===== config.mk =====
export PLATFORM = sky130hd
export DESIGN_NAME = jpeg_block_sequencer
export DESIGN_NICKNAME = d
export VERILOG_FILES = /design/src/rtl/jpeg_block_sequencer.sv
export SDC_FILE = /design/constraint.sdc
export NUM_CORES = 1
export LEC_CHECK = 0
export ABC_CLOCK_PERIOD_IN_PS = 4900
export CAP_MARGIN = 15
export CORE_MARGIN = 1.5
export CORE_UTILIZATION = 24
export DETAILED_ROUTE_END_ITERATION = 10
export PLACE_DENSITY = 0.42
export SYNTH_ARGS = -nofsm -noshare
export SYNTH_HDL_FRONTEND = slang
export SYNTH_SLANG_ARGS = --single-unit

===== constraint.sdc =====
create_clock -name clk -period 4.9 [get_ports clk]
set_input_delay 0.98 -clock clk [delete_from_list [all_inputs] [get_ports clk]]
set_output_delay 0.98 -clock clk [all_outputs]
set_load 0.005 [all_outputs]

===== src/rtl/jpeg_block_sequencer.sv =====
// Control sequencer for the 8x8-block JPEG datapath. It handles the start/done handshake,
// pulses the datapath reset, streams the coefficient addresses and opens the pipeline windows.
module jpeg_block_sequencer #(
    parameter int NUM_BLOCKS   = 4,
    parameter int PIPE_LATENCY = 83,
    parameter int ZZ_DELAY     = 22,
    parameter int QUANT_OFFSET = 47,
    parameter int BRAM_AW      = 8,
    parameter int CW           = 16
) (
    input  logic               clk,
    input  logic               rst,
    input  logic               start,
    input  logic               hold,
    output logic               dp_rst,
    output logic               ce,
    output logic               ce_BRAM_write,
    output logic               ce_zig_zag,
    output logic [5:0]         addr_input,
    output logic [5:0]         addr_quant,
    output logic [BRAM_AW-1:0] addr_BRAM_write,
    output logic               busy,
    output logic               done
);

    localparam int WIN_LEN = NUM_BLOCKS * 64;
    localparam int T_TOTAL = PIPE_LATENCY + ZZ_DELAY + WIN_LEN;

    localparam logic [CW-1:0]      WR_START    = CW'(PIPE_LATENCY);
    localparam logic [CW-1:0]      WR_END      = CW'(PIPE_LATENCY + WIN_LEN);
    localparam logic [CW-1:0]      ZZ_START    = CW'(PIPE_LATENCY + ZZ_DELAY);
    localparam logic [CW-1:0]      LAST_CYC    = CW'(T_TOTAL - 1);
    localparam logic [BRAM_AW-1:0] WR_START_LO = BRAM_AW'(PIPE_LATENCY);
    localparam logic [5:0]         QUANT_OFS   = 6'(QUANT_OFFSET);

    if (WIN_LEN > (1 << BRAM_AW)) begin : g_bram_too_small
        $error("NUM_BLOCKS*64 exceeds the BRAM address space");
    end
    if ((T_TOTAL - 1) >= (1 << CW)) begin : g_cw_too_small
        $error("CW cannot hold the full run length");
    end
    if (BRAM_AW > CW) begin : g_aw_too_wide
        $error("BRAM_AW must not exceed CW");
    end

    typedef enum logic [1:0] {
        IDLE  = 2'd0,
        CLEAR = 2'd1,
        RUN   = 2'd2,
        DONE  = 2'd3
    } state_t;

    state_t        state, state_next;
    logic [CW-1:0] cyc, cyc_next;

    // NOTE: state registers use non-blocking assignments so every flop samples pre-edge values.
    always_ff @(posedge clk) begin
        if (rst) begin
            state <= IDLE;
            cyc   <= '0;
        end else begin
            state <= state_next;
            cyc   <= cyc_next;
        end
    end

    // NOTE: defaults come first so no path through the case leaves a variable unassigned (no latch).
    always_comb begin
        state_next = state;
        cyc_next   = cyc;
        unique case (state)
            IDLE: begin
                if (start) state_next = CLEAR;
            end
            CLEAR: begin
                state_next = RUN;
                cyc_next   = '0;
            end
            RUN: begin
                if (!hold) begin
                    if (cyc == LAST_CYC) state_next = DONE;
                    else                 cyc_next   = cyc + CW'(1);
                end
            end
            DONE: begin
                state_next = IDLE;
            end
            default: state_next = IDLE;
        endcase
    end

    logic in_run;
    logic advancing;
    logic wr_win;
    logic zz_win;

    assign in_run    = (state == RUN);
    assign advancing = in_run && !hold;
    assign wr_win    = (cyc >= WR_START) && (cyc < WR_END);
    // The zig-zag window always runs to the final RUN cycle, so only its lower bound is decoded.
    assign zz_win    = (cyc >= ZZ_START);

    assign dp_rst        = (state == CLEAR);
    assign busy          = (state == CLEAR) || in_run;
    assign done          = (state == DONE);
    assign ce            = advancing;
    assign ce_BRAM_write = advancing && wr_win;
    assign ce_zig_zag    = advancing && zz_win;

    // Addresses depend only on registered state, so a stall freezes them without extra logic.
    assign addr_input      = in_run ? cyc[5:0] : 6'd0;
    assign addr_quant      = (in_run ? cyc[5:0] : 6'd0) + QUANT_OFS;
    assign addr_BRAM_write = (in_run && wr_win) ? (cyc[BRAM_AW-1:0] - WR_START_LO) : '0;

endmodule


==> key figures, run 1 <==
STA
  • Setup TNS: 0 ns
  • Setup violations, final: 0
  • Worst Hold Margin: just under 0.5 ns
  • Final hold violations: 0
  • Achievable clock frequency: approximately 0.26 GHz
  • Fin Clk Skew: between 0.002 and 0.003 ns
  • RSZ-0062 raised after global routing: no
  • Slew headroom: around 56%
  • Final worst slack: approximately 1.1 ns
  • Final Max Tran Viols: 0
  • Fin crit share: just under 80%
  • Worst Max-Slew Pin Slew: between 0.6 and 0.7 ns
  • Tmin final: roughly 3.8 ns

Floorplan
  • Die Span Y: around 80 µm
  • I/O pin cnt: 30
  • Chip width: between 70 and 80 µm
  • Rows: 27
  • Die ar.: about 6400 µm²
  • Initial core utilization: between 20% and 30%
  • Core area: ~5600 µm²

Synthesis
  • Mapped Nets: ~200
  • Post-synthesis sequential area ratio: around a quarter
  • Synthesized flop and latch total: 18
  • Syn avg cell area: ~7.4 µm²
  • Distinct cells, synth: 46
  • Yosys warns: 0
  • Post-Syn Area: ~1400 µm²
  • Post-Synthesis Cells: about 190

Place
  • Place WS: about 1.3 ns
  • IO Port Bufs: 29
  • Routability cong.: roughly 0.74
  • Post-DP HPWL: 3080 µm

Clock tree
  • Total CTS buffers: 3
  • CTS sink cnt: 18
  • CTS root buf: clkbuf_8
  • Post-CTS Setup Inserts: 0
  • Skew-Pair Late Insertion Delay: approximately 0.25 ns
  • Max Root-Sink Buffers: 2
  • Clock slew seen by the registers of the worst setup and hold paths: roughly 0.070 ns
  • Post-CTS Hold Buffers: 0
  • CTS H-tree lvls: 1
  • CTS resizes: 0
  • CTS tree: yes

Min path
  • HP Start: cyc[15]
  • Hold path depth: 2
  • Worst Hold Class: reg2reg
  • Hold EP: cyc[15]

Setup path
  • Worst R2R Path Depth: 6
  • Kind of critical path: reg2out
  • Critical-path top delay cell: clkdlybuf4s50_1
  • Reg2reg end: cyc[14]
  • Critical path launch point type: flop
  • Worst path max stage delay: ~0.54 ns
  • R2r setup slk: roughly 2.6 ns
  • Setup crit end kind: output port
  • CP arrival: 2.83 ns
  • Critical Path RT: 3.92 ns
  • Cells along the critical path: ha_1 > o31a_1 > o21a_1 > o21ai_0 > nand4_1 > nor3_1 > clkdlybuf4s50_1
  • Worst r2r src: state[0]
  • Worst Path Max Fanout: 10

Global route
  • Remaining global-route overflow: 0
  • Total Routing Usage GR: between 10% and 20%
  • Vias in the first global route: about 1300
  • Pin count of the biggest net entering global routing: 20
  • First-pass GRT wire length: 6800 µm
  • Initial antenna violation count: 0

Drt
  • WL per Instance: ~14 µm
  • Post-route ant nets: 0
  • Via count: between 1000 and 1500
  • Final WL: around 4000 µm
  • Drc violations: 0
  • DR iter-0 viols: 100
  • Vias/cell: 4.88
  • Pre-Repair DR Iteration Count: 4

Power
  • Pwr/cell area: roughly 260 nW/µm²
  • P_leak: around 0.00066 µW
  • Peak supply drop: about 0.00015 V

Final layout
  • Diode count: 0
  • Area delta synth->final: 26.1%
  • Layout cells sized above 1: under 10%
  • Post-layout nets: around 230
  • Fillcell total: a little over 600

Flow run
  • Max cap viols: 0

Run status
  • Status: completed
-- cell families (layout without fill, tap and decap cells) --
family	after synthesis	in the layout	synth area share (%)
AO/OA/AOI/OAI	43	43	20.2
XOR/XNOR	7	7	4.34
adder cells (fa/ha/maj)	8	8	7.09
buffers and inverters	27	48	7.97
flip-flops	18	18	25.5
multiplexers	2	2	1.51
AND/OR/NAND/NOR	87	87	33.4
-- registers in the layout, summed over array words and instances (netlist names) --
name and cells:
state 2, cyc 16
-- placed cells by master, fill, tap and decap left out, types with 3 or more instances in the layout --
master | synthesis | final
a211oi_1 | 5 | 5
a21oi_1 | 14 | 14
and2_1 | 3 | 3
clkbuf_8 | 0 | 3
clkdlybuf4s50_1 | 0 | 29
dfxtp_1 | 18 | 18
ha_1 | 8 | 8
inv_1 | 16 | 16
nand2_1 | 17 | 17
nand2b_1 | 4 | 4
nand3_1 | 12 | 12
nand4_1 | 4 | 4
nor2_1 | 18 | 18
nor3_1 | 6 | 6
o21ai_0 | 6 | 6
or3_1 | 5 | 5
or4_1 | 4 | 4
xnor2_1 | 5 | 5
-- report_power, final --
group	total, µW	internal [µW]	switching, µW
sequential	167	156	11.5
clock	106	54.7	51.7
combinational	191	74.1	117
-- critical path, delay by kind of cell (launching register included) --
kind / cells / cell delay [ns]
buffers and inverters: 1 / 0.54
and+or+nand+nor: 2 / 0.67
adders and majority gates: 1 / 0.32
DFF: 1 / 0.41
AOI/OAI and AO/OA: 3 / 0.62
-- cells in the mapped netlist, drive strengths merged --
cell type | count | area (µm²)
dfxtp | 18 | 360
nand2 | 18 | 70.1
nor2 | 18 | 67.6
a21oi | 16 | 87.6
inv | 16 | 60.1
nand3 | 12 | 60.1
ha | 8 | 100
o21ai | 8 | 40.0
a211oi | 6 | 50.1
buf | 6 | 32.5
nor3 | 6 | 30.0
clkbuf | 5 | 20.0
or3 | 5 | 31.3
xnor2 | 5 | 43.8
and2 | 4 | 25.0
nand2b | 4 | 25.0
nand4 | 4 | 25.0
or4 | 4 | 30.0
a311oi | 2 | 17.5
a31oi | 2 | 12.5
and3 | 2 | 12.5
and4b | 2 | 20.0
nor4 | 2 | 12.5
o21a | 2 | 15.0
o31ai | 2 | 15.0
xor2 | 2 | 17.5
a21boi | 1 | 11.3
a41o | 1 | 10.0
and2b | 1 | 7.51
mux2 | 1 | 11.3
mux2i | 1 | 10.0
nand3b | 1 | 7.51
nand4b | 1 | 23.8
nor2b | 1 | 6.26
nor3b | 1 | 7.51
nor4bb | 1 | 10.0
o2111ai | 1 | 8.76
o311ai | 1 | 8.76
o31a | 1 | 8.76
-- metrics by stage --
stage               cell area (µm²)  power, µW  cells  util (%)
floorplan                      1410        300    192         -
global route                   1780        510    285      31.8
global placement               1740        365    282      31.0
finish                         1780        465    285      31.8
detailed placement             1740        364    282      31.0
CTS                            1780        474    285      31.8
-- area by class of cell --
| cell class | count | area, µm² | area share (%) |
|---|---|---|---|
| Tap cell | 72 | 90.1 | 5.06 |
| Sequential cell | 18 | 360 | 20.2 |
| Multi-Input combinational cell | 147 | 940 | 52.7 |
| Timing Repair Buffer | 29 | 290 | 16.3 |
| Inverter | 16 | 60.1 | 3.37 |
| Clock buffer | 3 | 41.3 | 2.32 |
-- worst max-delay path by stage --
stage	start	end	cells after the start
finish	cyc[0]	addr_BRAM_write[6]	7
global route	cyc[0]	addr_BRAM_write[4]	7
global placement	hold	ce_zig_zag	4
detailed placement	cyc[0]	addr_BRAM_write[4]	7
floorplan	cyc[1]	addr_BRAM_write[4]	6
CTS	cyc[0]	addr_BRAM_write[4]	7
-- metal layers --
layer / up-vias / part of all wire [%] / GRT usage (%)
met5: - / 0 / 0
met4: 0 / 1.2 / 3.86
met3: 6 / 4.4 / 2.17
met2: 32 / 44 / 21.3
met1: 630 / 51 / 19.3
li1: 723 / - / -
Note: power is estimated with default switching activity, not from simulation.
==> run 2: changes to the inputs <==
ABC_CLOCK_PERIOD_IN_PS = 3300   (was 4900)
PLACE_DENSITY = 0.43   (was 0.42)
clock period = 3.3 ns   (was 4.9 ns; I/O delays follow)
==> key figures, run 2 (same netlist as run 1, synthesis figures left out) <==
Run status
  • Status: completed

STA
  • Fin crit share: a little over nine tenths
  • Worst Max-Slew Pin Slew: 0.681 ns (+0.0162 ns)
  • Slew headroom: 54.4% (-1.1 points)
  • Final worst slack: 0.170 ns (-0.921 ns)
  • Tmin final: ~3.1 ns
  • Achievable clock frequency: 0.320 GHz
  • Worst Hold Margin: 0.486 ns (-0.00843 ns)
  • Fin Clk Skew: 0.00966 ns (+0.00709 ns)
  • Final Max Tran Viols: 0 (unchanged)
  • RSZ-0062 raised after global routing: yes
  • Final hold violations: 0 (unchanged)
  • Setup violations, final: 0 (unchanged)

Setup path
  • Worst R2R Path Depth: 7 (+1)
  • Critical path's top delay family: buffers and inverters
  • CP Buf/Inv Count: 2 (+1)
  • Setup crit end kind: output port
  • CP arrival: 2.47 ns (-0.36 ns)
  • Worst r2r src: state[0]
  • Reg2reg end: cyc[15]
  • Kind of critical path: reg2out
  • Worst path max stage delay: 0.51 ns (-0.03 ns)
  • Critical-path top delay cell: clkdlybuf4s50_1
  • Cells along the critical path: ha_1 > o31a_1 > o21a_1 > o21ai_1 > nand4_1 > buf_6 > nor2_1 > clkdlybuf4s50_1
  • Critical Path RT: 2.64 ns (-1.28 ns)
  • Critical path launch point type: flop
  • Worst Path Max Fanout: 8 (-2)
  • Critical path depth: 8 (+1)
  • R2r setup slk: 1.04 ns (-1.53 ns)

Clock tree
  • Clock slew seen by the registers of the worst setup and hold paths: 0.08 ns (about the same)
  • CTS root buf: clkbuf_8
  • Skew-Pair Late Insertion Delay: 0.26 ns (about the same)
  • Max Root-Sink Buffers: 2 (unchanged)
  • CTS H-tree lvls: 1 (unchanged)
  • CTS sink cnt: 18 (unchanged)
  • CTS tree: yes
  • Total CTS buffers: 3 (unchanged)
  • Post-CTS Hold Buffers: 0 (unchanged)

Drt
  • Vias/cell: 4.92 (+0.85%)
  • DR iter-0 viols: 104 (+4.0%)
  • Drc violations: 0 (unchanged)
  • Final WL: 4090 µm (+1.0%)
  • Via count: 1452 (+4.4%)
  • Post-route ant nets: 0 (unchanged)
  • WL per Instance: 13.9 µm (-2.4%)
  • Pre-Repair DR Iteration Count: 6 (+2)

Final layout
  • Post-layout nets: 236 (+4.0%)
  • Biggest register: cyc
  • Commonest non-fill, non-tap cells in the layout: clkdlybuf4s50_1, nor2_1, nand2_1, dfxtp_1, inv_1
  • Fillcell total: 622 (-0.16%)
  • Non-filler instance count after layout: 295 (+3.5%)
  • Largest registers: cyc (16), state (2)
  • Diode count: 0 (unchanged)
  • Max FFs per register: 16 (unchanged)
  • Area delta synth->final: 32.8%
  • Post-route cell area: 1880 µm² (+5.3%)
  • Commonest non-fill, non-tap cell in the layout: clkdlybuf4s50_1
  • Layout cells sized above 1: 9.42% (+4.7 points)

Place
  • Routability cong.: 0.724 (-1.8%)
  • IO Port Bufs: 29 (unchanged)
  • Area after DPL: 1790 µm² (+3.0%)
  • Place WS: 0.307 ns (-1.04 ns)
  • Post-DP HPWL: 3120 µm (+1.3%)
  • Cells after DPL: 289 (+2.5%)

Power
  • Peak supply drop: 0.000176 V (+17%)
  • Pwr/cell area: 393 nW/µm² (+51%)
  • Tot Pwr: 738 µW (+59%)
  • P_leak: 0.000755 µW (+14%)

Floorplan
  • Rows: 27 (unchanged)
  • Die Span Y: 79.7 µm (unchanged)
  • I/O pin cnt: 30 (unchanged)
  • Die ar.: 6360 µm² (unchanged)
  • Core area: 5610 µm² (unchanged)
  • Chip width: 79.7 µm (unchanged)
  • Initial core utilization: 25.2% (unchanged)

Min path
  • Worst Hold Class: reg2reg
  • HP Start: cyc[15]
  • Hold path depth: 2 (unchanged)
  • Hold EP: cyc[15]

Global route
  • Pin count of the biggest net entering global routing: 16 (-20%)
  • Vias in the first global route: 1362 (+3.1%)
  • Remaining global-route overflow: 0 (unchanged)
  • Initial antenna violation count: 0 (unchanged)
  • Total Routing Usage GR: 13.6% (-0.048 points)
  • First-pass GRT wire length: 6760 µm (-0.60%)

Flow run
  • Max cap viols: 0 (unchanged)
[run 2: cell count changes in the layout (fill, tap and decap cells not counted), sizes merged]
cell / delta
dlymetal6s2s: +2
clkbuf: +1
clkdlybuf4s50: -2
buf: +9
[run 2: how the worst max path moves through the flow]
stage,from,to,slack (ns)
global placement,cyc[1],addr_BRAM_write[7],0.35
global route,cyc[1],addr_BRAM_write[4],-0.04
CTS,cyc[1],addr_BRAM_write[2],0.006
floorplan,cyc[1],addr_BRAM_write[4],0.92
detailed placement,cyc[1],addr_BRAM_write[2],0.31
finish,cyc[1],addr_BRAM_write[7],0.17
[run 2: what timing repair did]
item / 4_1_cts / 5_1_grt
gates resized for setup: 0 / 6
setup buffers: 0 / 2
endpoints found under the setup margin: 0 / 9
[run 2: worst min-delay path: stages, from the launching register on]
cell and delay (ns):
dfxtp_1 0.32, o31ai_1 0.06, a21oi_1 0.06
[run 2: area by class of cell]
class	instances	area (µm²)	area share, %
Sequential cell	18	364	19.4
Clock buffer	4	55.1	2.94
Inverter	16	60.1	3.20
Timing Repair Buffer	38	367	19.5
Tap cell	72	90.1	4.80
Multi-Input combinational cell	147	940	50.1
[run 2: metrics by stage]
stage          utilization, %  setup TNS, ns
2_1_floorplan               -              0
3_3_place_gp             32.0              0
3_5_place_dp             32.0              0
4_1_cts                  33.0              0
5_1_grt                  33.4        -0.0818
6_report                 33.4              0
[run 2: power by group]
group,leakage [µW],switching [µW],internal [µW]
Clock,0.0000288,82.0,106
Sequential,0.000146,11.2,230
Combinational,0.000580,184,124
[run 2: layer usage]
layer	wire length (µm)	track usage, %
met1	2040	18.1
met5	0	0
met4	42	2.98
met3	138	2.63
met2	1870	22.7
==> run 3: changes to the inputs <==
CORE_ASPECT_RATIO = 1.2   (was not set)
==> key figures, run 3 (same netlist as run 1, synthesis figures left out) <==
STA
  • Fin crit share: 95.6% (+0.78 points)
  • Setup TNS: 0 ns (unchanged)
  • Worst Max-Slew Pin Slew: 0.656 ns (-0.0253 ns)
  • Final hold violations: 0 (unchanged)
  • Fin Clk Skew: 0.00439 ns (-0.00527 ns)
  • RSZ-0062 raised after global routing: no
  • Tmin final: 3.16 ns (+0.0256 ns)
  • Final Max Tran Viols: 0 (unchanged)
  • Slew headroom: 56.1% (+1.7 points)
  • Setup violations, final: 0 (unchanged)
  • Achievable clock frequency: 0.317 GHz (-0.81%)

Final layout
  • Biggest register: cyc
  • Max FFs per register: 16 (unchanged)
  • Post-layout nets: 236 (unchanged)
  • Largest registers: cyc (16), state (2)
  • Commonest non-fill, non-tap cell in the layout: clkdlybuf4s50_1
  • Fillcell total: 625 (+0.48%)
  • Register area: 362 µm² (-0.69%)
  • Area delta synth->final: 31.7%
  • Area of the multi-input gates: 940 µm² (unchanged)
  • Diode count: 0 (unchanged)
  • Layout cells sized above 1: 9.01% (-0.41 points)
  • Non-filler instance count after layout: 302 (+2.4%)
  • Commonest non-fill, non-tap cells in the layout: clkdlybuf4s50_1, nor2_1, nand2_1, dfxtp_1, inv_1

Setup path
  • Critical path launch point type: flop
  • Critical Path RT: 2.64 ns (about the same)
  • Reg2reg end: cyc[15]
  • Worst R2R Path Depth: 7 (unchanged)
  • Worst r2r src: state[0]
  • Setup crit end kind: output port
  • Worst path max stage delay: 0.52 ns (about the same)
  • Worst Path Max Fanout: 8 (unchanged)
  • Cells along the critical path: ha_1 > o31a_1 > o21a_1 > o21ai_0 > nand4_1 > buf_4 > nor2_1 > clkdlybuf4s50_1
  • R2r setup slk: 1.05 ns (about the same)
  • Kind of critical path: reg2out
  • Critical-path top delay cell: clkdlybuf4s50_1
  • CP arrival: 2.50 ns (+0.03 ns)

Clock tree
  • Clock slew seen by the registers of the worst setup and hold paths: 0.07 ns (about the same)
  • CTS root buf: clkbuf_8
  • Skew-Pair Late Insertion Delay: 0.26 ns (about the same)
  • CTS H-tree lvls: 1 (unchanged)
  • Max Root-Sink Buffers: 2 (unchanged)
  • Total CTS buffers: 3 (unchanged)
  • CTS sink cnt: 18 (unchanged)
  • CTS tree: yes

Power
  • Comb power frac: 42.7% (+0.9 points)
  • Switch share: 38.6% (+1.0 points)
  • Sw power: 270 µW (-2.5%)
  • P_leak: 0.000709 µW (-6.2%)
  • Register share of total power: 34.6% (+1.9 points)
  • Internal power: 430 µW (-6.6%)
  • Pwr/cell area: 376 nW/µm² (-4.3%)
  • Clock network fraction of design power: 22.7% (-2.8 points)
  • Peak supply drop: 0.000170 V (-3.6%)

Global route
  • Remaining global-route overflow: 0 (unchanged)
  • Total Routing Usage GR: 14.5% (+0.85 points)
  • Initial antenna violation count: 0 (unchanged)
  • Pin count of the biggest net entering global routing: 16 (unchanged)
  • Vias in the first global route: 1409 (+3.5%)
  • First-pass GRT wire length: 7130 µm (+5.5%)

Min path
  • Hold EP: cyc[15]
  • Worst Hold Class: reg2reg
  • Hold path depth: 2 (unchanged)
  • HP Start: cyc[15]

Run status
  • Status: completed

Floorplan
  • Die ar.: 6360 µm² (about the same)
  • I/O pin cnt: 30 (unchanged)
  • Initial core utilization: 24.9% (-0.27 points)
  • Rows: 30 (+11%)
  • Die Span Y: 87.0 µm (+9.2%)
  • Core area: 5670 µm² (+1.1%)
  • Chip width: 73.0 µm (-8.4%)

Drt
  • Post-route ant nets: 0 (unchanged)
  • Drc violations: 0 (unchanged)
  • DR iter-0 viols: 67 (-36%)
  • Pre-Repair DR Iteration Count: 4 (-2)
  • Via count: 1418 (-2.3%)
  • Vias/cell: 4.70 (-4.6%)
  • Final WL: 4270 µm (+4.3%)
  • WL per Instance: 14.1 µm (+1.9%)

Place
  • Post-DP HPWL: 3260 µm (+4.5%)
  • Cells after DPL: 298 (+3.1%)
  • IO Port Bufs: 29 (unchanged)
  • Routability cong.: 0.728 (+0.47%)

Flow run
  • Max cap viols: 0 (unchanged)
-- run 3: worst max path at each step --
stage	depth (start not counted)	from	end
2_1_floorplan	6	cyc[1]	addr_BRAM_write[4]
3_3_place_gp	8	cyc[1]	addr_BRAM_write[2]
3_5_place_dp	8	cyc[1]	addr_BRAM_write[7]
4_1_cts	8	cyc[1]	addr_BRAM_write[7]
5_1_grt	8	cyc[1]	addr_BRAM_write[2]
6_report	8	cyc[1]	ce_BRAM_write
-- run 3: final cells by class --
| cell class | instances | share of cell area (%) |
|---|---|---|
| inverters | 16 | 3.23 |
| repair buffers | 38 | 19.2 |
| flip-flops and latches | 18 | 19.4 |
| multi-input cells | 147 | 50.5 |
| well taps | 80 | 5.38 |
| clock buffers | 3 | 2.22 |
-- run 3: power by group through the flow --
stage	registers (µW)	logic [µW]	clock network, µW
2_1_floorplan	246	199	0
3_3_place_gp	248	306	0
3_5_place_dp	248	305	0
4_1_cts	242	306	168
5_1_grt	245	344	174
6_report	242	299	159
-- run 3: routing by layer --
layer	part of all wire (%)	track usage [%]	vias to the layer above
met4	1.2	4.80	0
met1	47	18.2	638
met5	0	0	-
met2	49	25.1	31
met3	3.3	1.97	5
li1	-	-	744
-- run 3: stage by stage --
| step | util, % | power (µW) | cell area (µm²) | hold slack [ns] | setup slack, ns |
|---|---|---|---|---|---|
| 6_report | 32.8 | 700 | 1860 | 0.493 | 0.145 |
| 5_1_grt | 32.8 | 763 | 1860 | 0.517 | 0.0282 |
| 4_1_cts | 32.7 | 716 | 1850 | 0.496 | 0.0622 |
| 3_5_place_dp | 31.9 | 552 | 1810 | 0.485 | 0.361 |
| 3_3_place_gp | 31.9 | 554 | 1810 | 0.486 | 0.386 |
| 2_1_floorplan | - | 445 | 1410 | 0.453 | 0.921 |
-- run 3: what timing repair did --
action                     in CTS  in global routing
gates resized for setup         0                  1
setup buffers                   0                  1
hold buffers                    0                  0
setup endpoints to repair       0                  8
-- run 3: worst max-delay path, delay by kind of cell, from the launching register on --
family | cells | cell delay [ns]
adders and majority gates | 1 | 0.20
and+or+nand+nor | 2 | 0.33
buffers and inverters | 2 | 0.73
AOI/OAI and AO/OA | 3 | 0.62
DFF | 1 | 0.37
==> patch 1, RTL diff (flow settings as in run 2) <==
The parameter `BRAM_AW` goes from 8 to 9.
--- a/src/rtl/jpeg_block_sequencer.sv
+++ b/src/rtl/jpeg_block_sequencer.sv
@@ -6,5 +6,5 @@
     parameter int ZZ_DELAY     = 22,
     parameter int QUANT_OFFSET = 47,
-    parameter int BRAM_AW      = 8,
+    parameter int BRAM_AW      = 9,
     parameter int CW           = 16
 ) (
Ports: changed (resized addr_BRAM_write); port bits go from 30 to 31. No check against the original RTL was run, so the function may have changed too.
==> patch 1 against run 2 <==
- cell count rose by 0.34%
- area after synthesis rose by 3.4%
- largest cell class unchanged
- design area rose by 3.4%
- worst setup slack got worse by 0.086 ns
- routed wire length rose by 5.6%
- largest power group unchanged
- utilization fell by 0.49 points
- sequential cell count did not move
- critical endpoint is now ce_zig_zag
- total power fell by 2.0%
- critical path depth fell by 2
- via count rose by 0.96%
==> patch 1: results (changes against run 2) <==
STA
The slew at the pin closest to its max-slew limit is 0.498 ns (was 0.681 ns). The clock skew after layout is 0.00536 ns (was 0.00966 ns).

Drt
The final wirelength came to 4320 µm (was 4090 µm). The initial detailed-routing violation count was 49 (was 104). The via density per instance is 4.95 (was 4.92).

The first-pass iteration count of the detailed router is 4 (was 6).

Logic synthesis
The net count of the mapped netlist is 201 (was 204). The post-synthesis cell type count is 49 (was 46). Top cell types by occurrence after synthesis: 18 x sky130_fd_sc_hd__dfxtp_1, 17 x sky130_fd_sc_hd__inv_1, 17 x sky130_fd_sc_hd__nand2_1 (was 18 x sky130_fd_sc_hd__dfxtp_1, 18 x sky130_fd_sc_hd__nor2_1, 17 x sky130_fd_sc_hd__nand2_1). The mean instance size in the synthesized netlist is 7.73 µm² (was 7.36 µm²). The total number of yosys warnings was 0 (unchanged). Cell types occupying the most area after synthesis: sky130_fd_sc_hd__dfxtp_1 25%, sky130_fd_sc_hd__ha_1 6.9%, sky130_fd_sc_hd__xnor2_1 6.0%, sky130_fd_sc_hd__nand2b_1 4.7%, sky130_fd_sc_hd__inv_1 4.4% (was sky130_fd_sc_hd__dfxtp_1 26%, sky130_fd_sc_hd__ha_1 7.1%, sky130_fd_sc_hd__a21oi_1 5.0%, sky130_fd_sc_hd__nor2_1 4.8%, sky130_fd_sc_hd__nand2_1 4.5%). The sequential-to-total area share from yosys stat came to 24.7% (was 25.5%).

The predominant post-synthesis flop cell is sky130_fd_sc_hd__dfxtp_1 (unchanged).

Placement
The total half-perimeter wirelength after legalization and detailed placement is 3410 µm (was 3120 µm). The final weighted congestion of routability-driven global placement was 0.827 (was 0.724). The number of placed instances with taps included came to 292 (was 289). The count of buffers from port buffering came to 29 (unchanged).

Power and ir drop
The leakage component of the power came to 0.685 nW (was 0.755 nW). The largest voltage drop on the vdd net came to 0.297 mV (was 0.176 mV).

Critical path
The critical path data arrival time came to 2.56 ns (was 2.47 ns). The delay of the slowest critical-path stage is 0.63 ns (was 0.51 ns). The cell with the largest stage delay on the worst path is sky130_fd_sc_hd__or4b_2 (was sky130_fd_sc_hd__clkdlybuf4s50_1). The maximum fanout encountered on the critical timing path came to 7 (was 8).

Final layout
The share of cells above drive strength 1 was 11.8% (was 9.42%). The number of nets in the finished design is 234 (was 236). The number of fillers in the final layout is 654 (was 622). The post-route non-filler standard cell count came to 296 (was 295). The count of antenna diodes in the layout is 0 (unchanged).

Global route
The via count of the first global-routing pass is 1,365 (was 1,362). The routing usage on met3 is 1.46% (was 2.63%). The global-route met1 utilization is 18.2% (was 18.1%). The overall routing resource usage was 13.7% (was 13.6%). The pin count of the biggest net entering global routing came to 15 (was 16). The wire length of the first global-routing pass is 6980 µm (was 6760 µm). The global routing usage on met2 is 23.8% (was 22.7%).

Run status
Result of the run: finished clean (unchanged).

Clock network
The number of buffers added for setup after CTS is 0 (unchanged).
==> patch 1: kinds of logic after synthesis <==
kind of cell	after synthesis	share of synthesized area (%)
AOI/OAI and AO/OA	33	15.7
xor gates and xnor gates	11	6.60
adders and majority gates	8	6.86
buffers and inverters	28	8.65
DFF	18	24.7
muxes	3	2.06
other	1	0.257
and+or+nand+nor	87	35.2
==> patch 1: stage by stage <==
step	utilization (%)	power, mW	worst slack, ns	instance area, µm²	hold WS (ns)
after floorplan	-	0.416	0.938	1460	0.443
after global placement	31.5	0.546	0.271	1860	0.476
after detailed placement	31.5	0.545	0.237	1860	0.482
after CTS	32.6	0.735	0.0297	1920	0.494
after global routing	33.0	0.776	0.0123	1940	0.533
final	33.0	0.723	0.0847	1940	0.484
==> patch 1: worst paths after layout <==
check | startpoint | to | slack (ns) | depth (start not counted)
max | cyc[0]$_SDFFE_PP0P_ | ce_zig_zag | 0.08 | 6
min reg2reg | cyc[15]$_SDFFE_PP0P_ | cyc[15]$_SDFFE_PP0P_ | 0.48 | 2
max reg2reg | state[0]$_SDFFE_PP0P_ | cyc[12]$_SDFFE_PP0P_ | 1.16 | 8
min | cyc[15]$_SDFFE_PP0P_ | cyc[15]$_SDFFE_PP0P_ | 0.48 | 2
==> patch 1: area by class of cell <==
cell class	count	area (µm²)	area share, %
Multi-Input combinational cell	143	1000	51.5
Tap cell	75	93.8	4.84
Timing Repair Buffer	39	365	18.8
Inverter	17	63.8	3.29
Sequential cell	18	362	18.6
Clock buffer	4	55.1	2.84
==> patch 1: timing repair <==
item	CTS	global route
gates resized for setup	1	5
setup endpoints to repair	1	9
hold endpoints to repair	0	0
==> patch 1: layer usage <==
| layer | routed length, µm | up-vias | share of wire, % |
|---|---|---|---|
| met2 | 2040 | 30 | 47 |
| met4 | 40 | 0 | 0.93 |
| met5 | 0 | - | 0 |
| met3 | 120 | 5 | 2.8 |
| li1 | - | 739 | - |
| met1 | 2110 | 692 | 49 |
==> patch 1: critical path: cells and delay by family (launching register included) <==
kind	cells	cell delay [ns]
compound gates	1	0.26
fa+ha+maj	1	0.21
buf+inv	2	0.62
flops	1	0.44
simple gates	2	0.77
==> patch 1: report_power, final <==
group / switching, mW / internal [mW] / leakage, nW / total, mW
clock: 0.0791 / 0.106 / 0.0288 / 0.185
combinational: 0.165 / 0.127 / 0.510 / 0.292
sequential: 0.0143 / 0.231 / 0.146 / 0.246
==> patch 2, RTL diff (flow settings as in run 2) <==
Without the edit above. The 4 states of `state_t` get a one-hot encoding in 4 bits.
--- a/src/rtl/jpeg_block_sequencer.sv
+++ b/src/rtl/jpeg_block_sequencer.sv
@@ -44,9 +44,9 @@
     end
 
-    typedef enum logic [1:0] {
-        IDLE  = 2'd0,
-        CLEAR = 2'd1,
-        RUN   = 2'd2,
-        DONE  = 2'd3
+    typedef enum logic [3:0] {
+        IDLE  = 4'b0001,
+        CLEAR = 4'b0010,
+        RUN   = 4'b0100,
+        DONE  = 4'b1000
     } state_t;
 
Function: same outputs for any inputs over 10 cycles, from zero or initial values and one cycle with rst high; not proved beyond that.
==> patch 2 against run 2 <==
- via count up 5.0%
- routed wire length shrank 0.86%
- largest cell class unchanged
- area after synthesis rose by 1.2%
- critical path depth did not move
- utilization about the same
- maximum frequency grew 2.4%
- synthesized cell count rose by 2.6%
- global-route usage barely moved
- worst setup slack better by 0.074 ns
- design area grew 0.73%
- sequential cell count up 2
Power is not compared: it rests on default switching activity, and its combinational part moved more than twofold at a synthesized area within 25%.
==> patch 2: results (changes against run 2) <==
Logic synthesis
Top cell types by occurrence after synthesis: 28 x sky130_fd_sc_hd__nor2_1, 23 x sky130_fd_sc_hd__a21oi_1, 20 x sky130_fd_sc_hd__dfxtp_1 (was 18 x sky130_fd_sc_hd__dfxtp_1, 18 x sky130_fd_sc_hd__nor2_1, 17 x sky130_fd_sc_hd__nand2_1). The post-synthesis cell type count is 47 (was 46). The mean instance size in the synthesized netlist was 7.26 µm² (was 7.36 µm²). The sequential-to-total area share from yosys stat came to 28.0% (was 25.5%). The net count of the mapped netlist is 205 (was 204). Cell types occupying the most area after synthesis: sky130_fd_sc_hd__dfxtp_1 28%, sky130_fd_sc_hd__a21oi_1 8.0%, sky130_fd_sc_hd__nor2_1 7.3%, sky130_fd_sc_hd__nand2_1 4.7%, sky130_fd_sc_hd__ha_1 3.5% (was sky130_fd_sc_hd__dfxtp_1 26%, sky130_fd_sc_hd__ha_1 7.1%, sky130_fd_sc_hd__a21oi_1 5.0%, sky130_fd_sc_hd__nor2_1 4.8%, sky130_fd_sc_hd__nand2_1 4.5%).

Final layout
The share of cells above drive strength 1 was 9.57% (was 9.42%). The number of nets in the finished design came to 240 (was 236).

Global route
The overall routing resource usage was 13.6% (about the same). The global-route met1 utilization came to 18.6% (was 18.1%). The routing usage on met3 is 2.84% (was 2.63%). The global routing usage on met2 is 21.3% (was 22.7%). The via count of the first global-routing pass is 1,391 (was 1,362). The wire length of the first global-routing pass came to 6900 µm (was 6760 µm).

Drt
The average detailed-routed wire length per instance is 13.4 µm (was 13.9 µm). The via density per instance is 5.05 (was 4.92). The initial detailed-routing violation count is 97 (was 104).

The final wirelength is 4050 µm (was 4090 µm).

Placement
The final weighted congestion of routability-driven global placement is 0.800 (was 0.724). The area of placed instances is 1840 µm² (was 1790 µm²). The number of placed instances with taps included is 298 (was 289).

Critical path
The delay of the slowest critical-path stage was 0.53 ns (was 0.51 ns).

Clock network
The number of buffers added for setup after CTS is 1 (was 0).

STA
The slew at the pin closest to its max-slew limit is 0.528 ns (was 0.681 ns). The clock skew after layout came to 0.00296 ns (was 0.00966 ns).

Run status
Result of the run: finished clean (unchanged).
## patch 2: cell count changes after synthesis, moves of 4 or more
| cell | before | now |
|---|---|---|
| sky130_fd_sc_hd__inv_1 | 16 | 9 |
| sky130_fd_sc_hd__nand3_1 | 12 | 3 |
| sky130_fd_sc_hd__or4_1 | 4 | 0 |
| sky130_fd_sc_hd__a21oi_1 | 14 | 23 |
| sky130_fd_sc_hd__a211oi_1 | 5 | 1 |
| sky130_fd_sc_hd__ha_1 | 8 | 4 |
| sky130_fd_sc_hd__nor2_1 | 18 | 28 |
## patch 2: power groups by stage
stage	Sequential [mW]	Clock [mW]	Combinational, mW
3_5_place_dp	0.252	0	0.0258
5_1_grt	0.247	0.185	0.0290
2_1_floorplan	0.251	0	0.0184
3_3_place_gp	0.253	0	0.0260
6_report	0.247	0.161	0.0256
4_1_cts	0.247	0.170	0.0259
## patch 2: logic make-up after synthesis
family	Yosys count	synth area share, %
AND/OR/NAND/NOR	93	35.5
AO/OA/AOI/OAI	50	21.0
buffers and inverters	22	6.91
flip-flops	20	28.0
XOR/XNOR	7	4.29
adder cells (fa/ha/maj)	4	3.50
multiplexers	1	0.787
## patch 2: layout make-up
| type | instances | area (µm²) | area share, % |
|---|---|---|---|
| Inverter | 10 | 38.8 | 2.05 |
| Multi-Input combinational cell | 155 | 931 | 49.3 |
| Clock buffer | 3 | 41.3 | 2.19 |
| Timing Repair Buffer | 42 | 388 | 20.5 |
| Tap cell | 72 | 90.1 | 4.77 |
| Sequential cell | 20 | 400 | 21.2 |
## patch 2: routing by layer
layer,routed length [µm],vias up
li1,-,773
met3,166,7
met5,0,-
met2,1830,38
met4,77,0
met1,1980,707
## patch 2: metrics by stage
stage / power, mW / util, % / setup WS (ns)
2_1_floorplan: 0.269 / - / 0.820
3_3_place_gp: 0.279 / 32.6 / 0.368
3_5_place_dp: 0.278 / 32.6 / 0.292
4_1_cts: 0.442 / 33.5 / 0.203
5_1_grt: 0.461 / 33.5 / 0.0989
6_report: 0.433 / 33.5 / 0.244
## patch 2: worst paths after layout
path	start	to	slack [ns]	cells after the start
hold reg to reg	cyc[10]$_SDFFE_PP0P_	cyc[10]$_SDFFE_PP0P_	0.51	2
setup / recovery	cyc[0]$_SDFFE_PP0P_	addr_BRAM_write[6]	0.24	8
hold / removal	cyc[10]$_SDFFE_PP0P_	cyc[10]$_SDFFE_PP0P_	0.51	2
setup reg to reg	cyc[0]$_SDFFE_PP0P_	cyc[9]$_SDFFE_PP0P_	1.05	8
## patch 2: tightest hold or removal path, cell delays in order, from the launching register on
cell	delay [ns]
sky130_fd_sc_hd__dfxtp_1	0.33
sky130_fd_sc_hd__o21ai_0	0.07
sky130_fd_sc_hd__a21oi_1	0.06
